### src/rtl/stopwatch_ctrl_if.sv
// Control inputs and BCD display outputs of the stopwatch timekeeping controller.
// The master side produces the tick/button/switch signals; the slave is the controller.
interface stopwatch_ctrl_if;
  logic       tick_1hz;
  logic       tick_2hz;
  logic       pse_pulse;
  logic       adj;
  logic       sel;
  logic [3:0] sec_one;
  logic [3:0] sec_ten;
  logic [3:0] min_one;
  logic [3:0] min_ten;
  logic       paused;
  logic       rollover;

  modport master (
    output tick_1hz, tick_2hz, pse_pulse, adj, sel,
    input  sec_one, sec_ten, min_one, min_ten, paused, rollover
  );

  modport slave (
    input  tick_1hz, tick_2hz, pse_pulse, adj, sel,
    output sec_one, sec_ten, min_one, min_ten, paused, rollover
  );
endinterface

### src/rtl/stopwatch_ctrl.sv
// Stopwatch timekeeping controller: MM:SS BCD counters with run, pause and adjust modes.
// All outputs are registered; ticks act on the edge at which they are sampled.
module stopwatch_ctrl #(
  parameter int unsigned MINUTE_MAX = 59
) (
  input logic              clk,
  input logic              rst,
  stopwatch_ctrl_if.slave  bus
);

  localparam logic [3:0] MinTenMax = 4'(MINUTE_MAX / 10);
  localparam logic [3:0] MinOneMax = 4'(MINUTE_MAX % 10);

  typedef enum logic [1:0] {ModeRun, ModePaused, ModeAdjust} mode_e;

  logic [3:0] sec_one_q, sec_one_d, sec_ten_q, sec_ten_d;
  logic [3:0] min_one_q, min_one_d, min_ten_q, min_ten_d;
  logic       paused_q, paused_d, rollover_q, rollover_d;

  logic [3:0] sec_one_inc, sec_ten_inc, min_one_inc, min_ten_inc;
  logic       sec_at_max, min_at_max;
  mode_e      mode;

  assign sec_at_max = (sec_ten_q == 4'd5) && (sec_one_q == 4'd9);
  assign min_at_max = (min_ten_q == MinTenMax) && (min_one_q == MinOneMax);

  // Mode is re-derived every cycle, so leaving adjust lands on whatever the flag says.
  assign mode = bus.adj ? ModeAdjust : (paused_q ? ModePaused : ModeRun);

  // Wrapping increments of each BCD pair; used by both run and adjust modes.
  always_comb begin
    sec_one_inc = sec_one_q + 4'd1;
    sec_ten_inc = sec_ten_q;
    if (sec_one_q == 4'd9) begin
      sec_one_inc = 4'd0;
      sec_ten_inc = (sec_ten_q == 4'd5) ? 4'd0 : sec_ten_q + 4'd1;
    end
    min_one_inc = min_one_q + 4'd1;
    min_ten_inc = min_ten_q;
    if (min_at_max) begin
      min_one_inc = 4'd0;
      min_ten_inc = 4'd0;
    end else if (min_one_q == 4'd9) begin
      min_one_inc = 4'd0;
      min_ten_inc = min_ten_q + 4'd1;
    end
  end

  always_comb begin
    sec_one_d  = sec_one_q;
    sec_ten_d  = sec_ten_q;
    min_one_d  = min_one_q;
    min_ten_d  = min_ten_q;
    rollover_d = 1'b0;
    paused_d   = paused_q ^ bus.pse_pulse;
    unique case (mode)
      ModeRun: begin
        if (bus.tick_1hz) begin
          sec_one_d = sec_one_inc;
          sec_ten_d = sec_ten_inc;
          if (sec_at_max) begin
            min_one_d  = min_one_inc;
            min_ten_d  = min_ten_inc;
            rollover_d = min_at_max;
          end
        end
      end
      ModeAdjust: begin
        if (bus.tick_2hz) begin
          if (bus.sel) begin
            sec_one_d = sec_one_inc;
            sec_ten_d = sec_ten_inc;
          end else begin
            min_one_d = min_one_inc;
            min_ten_d = min_ten_inc;
          end
        end
      end
      ModePaused: ;
      default: ;
    endcase
  end

  always_ff @(posedge clk) begin
    if (rst) begin
      sec_one_q  <= 4'd0;
      sec_ten_q  <= 4'd0;
      min_one_q  <= 4'd0;
      min_ten_q  <= 4'd0;
      paused_q   <= 1'b0;
      rollover_q <= 1'b0;
    end else begin
      sec_one_q  <= sec_one_d;
      sec_ten_q  <= sec_ten_d;
      min_one_q  <= min_one_d;
      min_ten_q  <= min_ten_d;
      paused_q   <= paused_d;
      rollover_q <= rollover_d;
    end
  end

  assign bus.sec_one  = sec_one_q;
  assign bus.sec_ten  = sec_ten_q;
  assign bus.min_one  = min_one_q;
  assign bus.min_ten  = min_ten_q;
  assign bus.paused   = paused_q;
  assign bus.rollover = rollover_q;

endmodule

### src/flat_wrapper.sv
// flat-port wrapper written by rule: the top's interface ports become plain ports
module stopwatch_ctrl_flat 
#(
  parameter int unsigned MINUTE_MAX = 59
)
  (clk, rst, bus_tick_1hz, bus_tick_2hz, bus_pse_pulse, bus_adj, bus_sel, bus_sec_one, bus_sec_ten, bus_min_one, bus_min_ten, bus_paused, bus_rollover);
  stopwatch_ctrl_if bus_i ();
  input logic clk;
  input logic rst;
  input wire logic [$bits(bus_i.tick_1hz)-1:0] bus_tick_1hz;
  input wire logic [$bits(bus_i.tick_2hz)-1:0] bus_tick_2hz;
  input wire logic [$bits(bus_i.pse_pulse)-1:0] bus_pse_pulse;
  input wire logic [$bits(bus_i.adj)-1:0] bus_adj;
  input wire logic [$bits(bus_i.sel)-1:0] bus_sel;
  output wire logic [$bits(bus_i.sec_one)-1:0] bus_sec_one;
  output wire logic [$bits(bus_i.sec_ten)-1:0] bus_sec_ten;
  output wire logic [$bits(bus_i.min_one)-1:0] bus_min_one;
  output wire logic [$bits(bus_i.min_ten)-1:0] bus_min_ten;
  output wire logic [$bits(bus_i.paused)-1:0] bus_paused;
  output wire logic [$bits(bus_i.rollover)-1:0] bus_rollover;
  assign bus_i.tick_1hz = bus_tick_1hz;
  assign bus_i.tick_2hz = bus_tick_2hz;
  assign bus_i.pse_pulse = bus_pse_pulse;
  assign bus_i.adj = bus_adj;
  assign bus_i.sel = bus_sel;
  assign bus_sec_one = bus_i.sec_one;
  assign bus_sec_ten = bus_i.sec_ten;
  assign bus_min_one = bus_i.min_one;
  assign bus_min_ten = bus_i.min_ten;
  assign bus_paused = bus_i.paused;
  assign bus_rollover = bus_i.rollover;
  stopwatch_ctrl #(.MINUTE_MAX(MINUTE_MAX)) u_core (.clk(clk), .rst(rst), .bus(bus_i));
endmodule
### config.mk
export PLATFORM = sky130hd
export DESIGN_NAME = stopwatch_ctrl_flat
export DESIGN_NICKNAME = d
export VERILOG_FILES = /design/src/rtl/stopwatch_ctrl_if.sv /design/src/rtl/stopwatch_ctrl.sv /design/src/flat_wrapper.sv
export SDC_FILE = /design/constraint.sdc
export NUM_CORES = 1
export LEC_CHECK = 0
export BUFFER_PORTS_ARGS = -buffer_cell sky130_fd_sc_hd__buf_2
export CORE_MARGIN = 2
export CORE_UTILIZATION = 55
export DETAILED_ROUTE_END_ITERATION = 8
export MAX_ROUTING_LAYER = met4
export PLACE_DENSITY = 0.82
export SYNTH_ARGS = -nofsm -noshare
export SYNTH_HDL_FRONTEND = slang
export SYNTH_SLANG_ARGS = --single-unit
### constraint.sdc
create_clock -name clk -period 2.98 [get_ports clk]
set_input_delay 0.447 -clock clk [delete_from_list [all_inputs] [get_ports clk]]
set_output_delay 0.447 -clock clk [all_outputs]
set_load 0.01 [all_outputs]
======== Yosys cells after proc, flatten, opt, wreduce, memory -nomap -nowiden ========
Cells that the tools add are included.
storage, ports and cells
  word-level logic and storage cells ...... 58
  bits of input ports ..................... 7
  bits in registers ....................... 18
operators by class
  bitwise gates (word level) .............. 4
  multiplexer cells ....................... 27
  reduce and logical (&&, ||, !) cells .... 7
  $add $sub $neg .......................... 4
  eq/ne operators ......................... 10
operator list
  cell                                                                     number
  4-bit 2-to-1 mux                                                         21
  4-bit case mux with 2 select lines                                       4
  4-bit by 1-bit adder with 4-bit output, second input constant            4
  4-bit by 3-bit == test with 1-bit output, second input constant          2
  4-bit == test, second input constant                                     2
  2-bit inequality test, second input constant                             4
  5-bit AND reduction                                                      1
  4-bit AND reduction                                                      1
  4-bit OR reduction                                                       1
  1-bit NOT                                                                3
  2-bit == test, second input constant                                     1
  1-bit logical AND                                                        2
  2-bit logical NOT                                                        1
  2-bit 2-to-1 mux                                                         1
  2-bit by 1-bit inequality test with 1-bit output, second input constant  1
  2-bit nonzero test                                                       1
  1-bit 2-to-1 mux                                                         1
  1-bit bitwise XOR                                                        1

======== Logic depth before layout (Yosys ltp) ========
Gate-level depths: netlist (run 1).
  word-level depth ........................ 6
  depth in mapped cells ................... 7
  depth with buffers taken out ............ 6

======== Least setup slack after synthesis (run 1) ========
Ideal clock, no wire load.
  path kind ............................... register -> register
  start point ............................. reg u_core.min_one_q[1], in the netlist u_core.bus.min_one[1]
  end point ............................... reg u_core.min_ten_q[0], in the netlist u_core.bus.min_ten[0]
  data required time ...................... 2908 ps
  arrival time ............................ 1521 ps
  stages on the path, launching flop included .. 8
  setup time .............................. 72 ps
  path buffers ............................ 1
  slack ................................... 1388 ps
  cells stage by stage .................... dfxtp_1 inv_1 ha_1 and3b_1 buf_6 and4b_1 or3_1 mux2i_1
between the ends
  longest elaborated chain between the ends .. 6
  elaborated cells on any way between the ends .. 9
ends and longest elaborated chain
  item                                                   line                                        text
  start: declaration                                     stopwatch_ctrl.sv:17                        logic [3:0] min_one_q, min_one_d, min_ten_q, min_ten_d;
  start signal: assignment                               stopwatch_ctrl.sv:95                        min_one_q <= min_one_d;
  4-bit == test (*)                                      stopwatch_ctrl.sv:25, stopwatch_ctrl.sv:43
  4-bit 2-to-1 mux or 1-bit logical AND (tied branches)  stopwatch_ctrl.sv:43, stopwatch_ctrl.sv:25
  4-bit 2-to-1 mux (*)                                   stopwatch_ctrl.sv:40                        if (min_at_max) begin
  4-bit 2-to-1 mux (on tied branches)                    stopwatch_ctrl.sv:70, stopwatch_ctrl.sv:61
  4-bit 2-to-1 mux (on tied branches)                    stopwatch_ctrl.sv:69, stopwatch_ctrl.sv:58
  4-bit case mux with 2 select lines (*)                 stopwatch_ctrl.sv:56                        unique case (mode)
  end signal: assignment                                 stopwatch_ctrl.sv:96                        min_ten_q <= min_ten_d;
  end: declaration                                       stopwatch_ctrl.sv:17
Mark *: on every way between the ends. The rest lies on a longest branch, timed or not. The select of a mux whose other input is x is not followed.
A chain may end at the register's enable or synchronous reset.

======== Final worst setup path (run 1) ========
  start point ............................. reg u_core.min_one_q[0], in the netlist u_core.bus.min_one[0]
  end point ............................... reg u_core.min_ten_q[2], in the netlist u_core.bus.min_ten[2]
Same word-level chain as after synthesis.

==> impl_metrics.csv, run 1 <==
group,metric,value,unit
outcome,status,"complete, no violations",
global_routing,overflow,0,
yosys,syn_area,988.4,sq um
worst_setup_path,cp-start-kind,"register",
final_layout,n_antenna_cell,0,
sta,tns,0,ns
final_layout,layout.cells.non_filler,159,
global_routing,antenna_found_initial,0,
clocking,cts_root_buf,"clkbuf_4",
yosys,yosysTopAreaCellShare,0.3646,
routing,vias_per_cell,5.818,
clocking,numCtsBuffers,3,
worst_setup_path,slowest_delay,0.44,ns
routing,antenna_left,0,
final_layout,fin_area,1144,sq um
clocking,clk_pin_slew,0.10,ns
placement,dp_hpwl,1.562,mm
power_and_ir_drop,ir_drop,0.0002422,V
routing,drcViolationCount,0,
floorplanning,rows,15,
floorplanning,die-area,2153,sq um
routing,finalWirelength,2.113,mm
worst_setup_path,cp_max_fo,9,
placement,gp_congestion,0.8020,
global_routing,grt_start_max_net_pins,20,
sta,slew_viol_final,0,
clocking,cts_hold_buf,0,
global_routing,gr-max-usage-layer,"met2",
routing,drt_iter0_markers,25,
worst_setup_path,critPathBufInv,0,
sta,period_share,0.5734,
sta,finalClockSkew,0.006673,ns
final_layout,drive_gt1_frac,0.2463,
placement,dp_cells,156,
final_layout,multi_input_area,586.8,sq um
worst_setup_path,worstReg2RegEnd,"u_core.bus.min_ten[2]",
power_and_ir_drop,p_leak,0.0004928,uW
floorplanning,die_height,46.40,um
yosys,synth-seq-cells,18,
worst_setup_path,crit_end,"u_core.bus.min_ten[2]",
yosys,seq_area_frac_synth,0.3646,
global_routing,grt_pass1_wl,3.429,mm
power_and_ir_drop,powerDensity,351.4,nW/um^2
yosys,yosysUniqueCellTypes,40,
routing,wire_per_inst,13.29,um
global_routing,grt.met3_usage,0.03529,
sta,worst_slew_pin_slew,0.4558,ns
clocking,clk_latency,0.27,ns
yosys,ys_top_cells_by_area,"dfxtp_1 36%, a21oi_1 5.6%, ha_1 5.1%, mux2i_1 4.1%, nor3b_4 3.8%",
yosys,post-synth-top-area-cell,"dfxtp_1",
floorplanning,ios,25,
global_routing,use_met1,0.2742,
clocking,cts_sinks,18,
final_layout,fin_util,0.6696,
worst_setup_path,cp.depth,5,
worst_setup_path,cp.required,3.15,ns
worst_setup_path,criticalPathCategory,"register to register",
worst_setup_path,path_delay_family,"simple AND/OR/NAND/NOR gates",
floorplanning,coreArea,1708,sq um
placement,placed_cell_area,1121,sq um
floorplanning,start_util,0.5788,
worst_setup_path,cp_slowest_cell,"dfxtp_1",
yosys,synth_warnings,0,
clocking,ctsHtreeMaxLevel,1,
sta,fmax,0.5852,GHz
worst_setup_path,end_kind,"register",
placement,dp_slack,1.266,ns
sta,setup_viol_count_final,0,
yosys,synth_nets,121,
sta,period_needed,1.709,ns
final_layout,syn_to_final_growth,15.70,%
yosys,syn_inst,110,
clocking,cts_resized,0,
worst_setup_path,crit_arrival,1.88,ns
min_path,hold_path.class,"input port to register",
sta,rsz0062_at_grt,"false",
routing,first_pass_iters,4,
sta,slew_headroom,0.6941,
placement,numPortBuffers,24,
worst_setup_path,critical_path.cell_chain,"ha_1 > and3b_1 > and4b_1 > o221ai_1 > a32o_1",
sta,fin_ws,1.271,ns
floorplanning,die_x,46.40,um
yosys,avgSynthCellArea,8.986,sq um
flow_run,cap_viol_max_count,0,
global_routing,met2_usage,0.3722,
final_layout,fill_cells,154,
final_layout,final-seq-area,360.3,sq um
final_layout,fin_nets,147,
clocking,cts_tree,"built",
worst_setup_path,crit_path_start,"u_core.bus.min_one[0]",
sta,hold_viol_final,0,
clocking,clk_path_buf_depth,2,
global_routing,grt_pass1_vias,838,
worst_setup_path,crit-reg2reg-launch,"u_core.bus.min_one[0]",
routing,vias,925,
worst_setup_path,r2r_setup_slack,1.27,ns
global_routing,gr-usage-all-layers,0.2234,
worst_setup_path,worstRegToRegCells,5,
clocking,post-cts-setup-buffer-count,0,
## placed cells by master (no fill, tap or decap), types with 2 or more instances in the layout
master | Yosys | final
nand2_1 | 5 | 5
dfxtp_1 | 18 | 18
o211ai_1 | 2 | 2
nand3_1 | 4 | 4
buf_2 | 0 | 24
mux2i_1 | 4 | 4
nor2_1 | 8 | 8
o21ai_0 | 4 | 4
inv_1 | 6 | 6
o21ai_1 | 4 | 4
and3b_1 | 2 | 2
nand4_1 | 2 | 2
nor3_1 | 3 | 3
or3_1 | 6 | 6
ha_1 | 4 | 4
clkbuf_4 | 0 | 3
nor3b_4 | 2 | 2
a21oi_1 | 11 | 11
nor2b_1 | 2 | 2
## stage by stage
stage / hold WS [ns] / power, uW
global route: 0.4110 / 422.6
floorplan: 0.5024 / 280.6
CTS: 0.4084 / 406.1
detailed placement: 0.5025 / 295.3
global placement: 0.4879 / 294.2
finish: 0.4079 / 401.8
## worst reg2reg max path, delay by kind of cell (launching register included)
kind / cells / cell delay (ns)
compound gates: 2 / 0.39
fa+ha+maj: 1 / 0.20
simple gates: 2 / 0.57
flops: 1 / 0.44
## area by class of cell
type,count,share of cell area
Clock buffer,3,0.01969
Inverter,6,0.01969
Multi-Input combinational cell,83,0.5131
Sequential cell,18,0.3151
Tap cell,25,0.02735
Timing Repair Buffer,24,0.1050
## report_power, final
part	total, uW	switching, uW	leakage, uW	internal, uW
Clock	112	65.1	0.0000138	46.7
Sequential	252	7.35	0.000146	245
Combinational	38.0	21.8	0.000333	16.2
Total	402	94.2	0.000493	308
## per-layer routing
layer,routed length (um),up-vias
met4,14,0
met5,0,-
met3,87,2
met2,1024,28
li1,-,457
met1,986,438
## worst min path at each step
stage,startpoint,slack [ns],end,depth (start not counted)
finish,bus_pse_pulse,0.41,u_core.bus.paused,3
global route,bus_pse_pulse,0.41,u_core.bus.paused,3
CTS,bus_pse_pulse,0.41,u_core.bus.paused,3
detailed placement,u_core.bus.min_ten[3],0.50,u_core.bus.min_ten[3],2
global placement,u_core.bus.min_ten[3],0.49,u_core.bus.min_ten[3],2
floorplan,u_core.bus.min_ten[3],0.50,u_core.bus.min_ten[3],2
## synthesized netlist by cell type, drive strengths merged
master and count:
xor2 1, inv 6, nand3b 1, nand2 5
o211ai 2, dfxtp 18, and3b 2, a32o 1
nor2b 2, nand4 2, o211a 1, buf 2
and4 1, o221ai 1, o31ai 1, and2 1
nor3b 3, and4b 1, nor2 8, o21a 1
nor3 3, and4bb 1, clkbuf 1, a21boi 1
o21ai 8, o2111ai 2, nand3 4, or3b 1
nand4b 1, or3 6, a21oi 11, mux2i 4
o32ai 1, ha 4, xnor2 1, and3 1
## flip-flops by register name (all words and copies together), names as in the netlist
name / cells
u_core.bus.sec_one: 4
u_core.bus.min_one: 4
u_core.bus.paused: 1
u_core.bus.min_ten: 4
u_core.bus.rollover: 1
u_core.bus.sec_ten: 4
## cell families (layout without fill, tap and decap cells)
kind of cell / after synthesis / count (layout) / synth area share
fa+ha+maj: 4 / 4 / 0.05063
compound gates: 30 / 30 / 0.2000
mux: 4 / 4 / 0.04051
buf+inv: 9 / 33 / 0.04176
simple gates: 43 / 43 / 0.2848
xor+xnor: 2 / 2 / 0.01772
flops: 18 / 18 / 0.3646
No activity file was read; power rests on OpenSTA's default activity.
==> run 2: changes to the inputs <==
--- a/config.mk
+++ b/config.mk
@@ -7,10 +7,10 @@
 export LEC_CHECK = 0
 export BUFFER_PORTS_ARGS = -buffer_cell sky130_fd_sc_hd__buf_2
 export CORE_MARGIN = 2
-export CORE_UTILIZATION = 55
+export CORE_UTILIZATION = 51
 export DETAILED_ROUTE_END_ITERATION = 8
 export MAX_ROUTING_LAYER = met4
-export PLACE_DENSITY = 0.82
+export PLACE_DENSITY = 0.77
 export SYNTH_ARGS = -nofsm -noshare
 export SYNTH_HDL_FRONTEND = slang
 export SYNTH_SLANG_ARGS = --single-unit
==> constraint.sdc (replaced) <==
create_clock -name clk -period 1.62 [get_ports clk]
set_input_delay 0.243 -clock clk [delete_from_list [all_inputs] [get_ports clk]]
set_output_delay 0.243 -clock clk [all_outputs]
set_load 0.01 [all_outputs]
==> impl_metrics.csv, run 2 (synthesis results as in run 1) <==
group,metric,value,unit
outcome,status,"complete, no violations",
sta,fmax,0.6380,GHz
sta,tns,0,ns
sta,period_needed,1.567,ns
placement,dp_cells,159,
clocking,clk_latency,0.30,ns
sta,slew_headroom,0.7362,
final_layout,n_antenna_cell,0,
min_path,holdPathStages,3,
placement,numPortBuffers,24,
placement,dp_hpwl,1.511,mm
worst_setup_path,end_kind,"register",
clocking,cts_hold_buf,0,
worst_setup_path,crit_arrival,1.77,ns
global_routing,grt_start_max_net_pins,20,
final_layout,multi_input_area,586.8,sq um
global_routing,overflow,0,
final_layout,fin_area,1197,sq um
power_and_ir_drop,ir_drop,0.0003829,V
final_layout,final-seq-area,362.8,sq um
floorplanning,die_x,48.03,um
worst_setup_path,critical_path.cell_chain,"nor3b_4 > and4_4 > o221ai_1 > a32o_1",
floorplanning,die-area,2306,sq um
final_layout,syn_to_final_growth,21.14,%
final_layout,layout_commonest_cell,"buf_2",
final_layout,layout.cells.non_filler,165,
clocking,ctsHtreeMaxLevel,1,
floorplanning,die_height,48.03,um
worst_setup_path,cp-start-kind,"register",
final_layout,fill_cells,137,
placement,gp_congestion,0.9292,
sta,hold_viol_final,0,
clocking,cts_root_buf,"clkbuf_4",
sta,rsz0062_at_grt,"true",
clocking,clk_pin_slew,0.10,ns
final_layout,fin_nets,152,
placement,placed_cell_area,1144,sq um
sta,period_share,0.9675,
global_routing,grt_pass1_vias,728,
power_and_ir_drop,p_leak,0.0005253,uW
worst_setup_path,cp_slowest_cell,"dfxtp_1",
worst_setup_path,criticalPathCategory,"register to register",
global_routing,antenna_found_initial,0,
final_layout,mostFrequentLayoutCells,"24 x buf_2, 16 x dfxtp_1, 11 x a21oi_1",
clocking,numCtsBuffers,3,
clocking,clk_path_buf_depth,2,
power_and_ir_drop,total_power,817.5,uW
floorplanning,coreArea,1783,sq um
worst_setup_path,cp.depth,4,
floorplanning,start_util,0.5544,
routing,drt_iter0_markers,37,
routing,drcViolationCount,0,
power_and_ir_drop,powerDensity,682.8,nW/um^2
floorplanning,rows,15,
worst_setup_path,slowest_delay,0.40,ns
final_layout,drive_gt1_frac,0.2929,
min_path,hold_path.class,"input port to register",
global_routing,grt_pass1_wl,3.353,mm
worst_setup_path,worstRegToRegCells,4,
floorplanning,ios,25,
routing,finalWirelength,2.220,mm
routing,wire_per_inst,13.45,um
placement,dp_slack,0.1066,ns
routing,first_pass_iters,4,
worst_setup_path,cp.required,1.82,ns
worst_setup_path,path_delay_family,"simple AND/OR/NAND/NOR gates",
worst_setup_path,cp_max_fo,6,
sta,fin_ws,0.05266,ns
routing,antenna_left,0,
routing,vias,937,
clocking,cts_sinks,18,
sta,worst_slew_pin_slew,0.3931,ns
global_routing,gr-usage-all-layers,0.2231,
worst_setup_path,critPathBufInv,0,
clocking,cts_tree,"built",
flow_run,cap_viol_max_count,0,
sta,setup_viol_count_final,0,
sta,slew_viol_final,0,
sta,finalClockSkew,0.0007123,ns
routing,vias_per_cell,5.679,
## run 2: worst min-delay path, delay by kind of cell
| kind | cells | cell delay, ns |
|---|---|---|
| XOR/XNOR | 1 | 0.05 |
| buffers and inverters | 1 | 0.08 |
| AND/OR/NAND/NOR | 1 | 0.07 |
## run 2: per-stage QoR
step | utilization | hold slack (ns)
floorplan | - | 0.3798
global placement | 0.6414 | 0.4848
detailed placement | 0.6414 | 0.4887
CTS | 0.6618 | 0.1774
global route | 0.6716 | 0.1916
finish | 0.6716 | 0.1741
## run 2: worst paths after layout
check	startpoint	end	slack [ns]
setup reg to reg	u_core.bus.sec_one[3]	u_core.bus.min_ten[2]	0.05
hold / removal	bus_pse_pulse	u_core.bus.paused	0.17
hold reg to reg	u_core.bus.min_ten[3]	u_core.bus.min_ten[3]	0.50
setup / recovery	u_core.bus.sec_one[3]	u_core.bus.min_ten[2]	0.05
## run 2: per-layer routing
metal  GRT usage  vias up  wire, um
met2      0.3200       39      1017
met1      0.2825      424      1040
met4      0.1027        0        38
met3     0.07170        5       124
met5           -        -         0
li1            -      469         -
## run 2: layout make-up
cell class | count | area share
multi-input cells | 83 | 0.4901
flip-flops and latches | 18 | 0.3030
inverters | 6 | 0.01881
repair buffers | 29 | 0.1317
well taps | 25 | 0.02612
clock buffers | 4 | 0.03030
## run 2: timing repair
item / in CTS / in global routing
setup endpoints to repair: 0 / 3
buffers inserted: 0 / 2
resized for setup: 0 / 2
## run 2: where the power goes
group / switching [uW] / internal (uW)
combinational: 44.8 / 32.6
clock: 142 / 137
sequential: 9.98 / 451
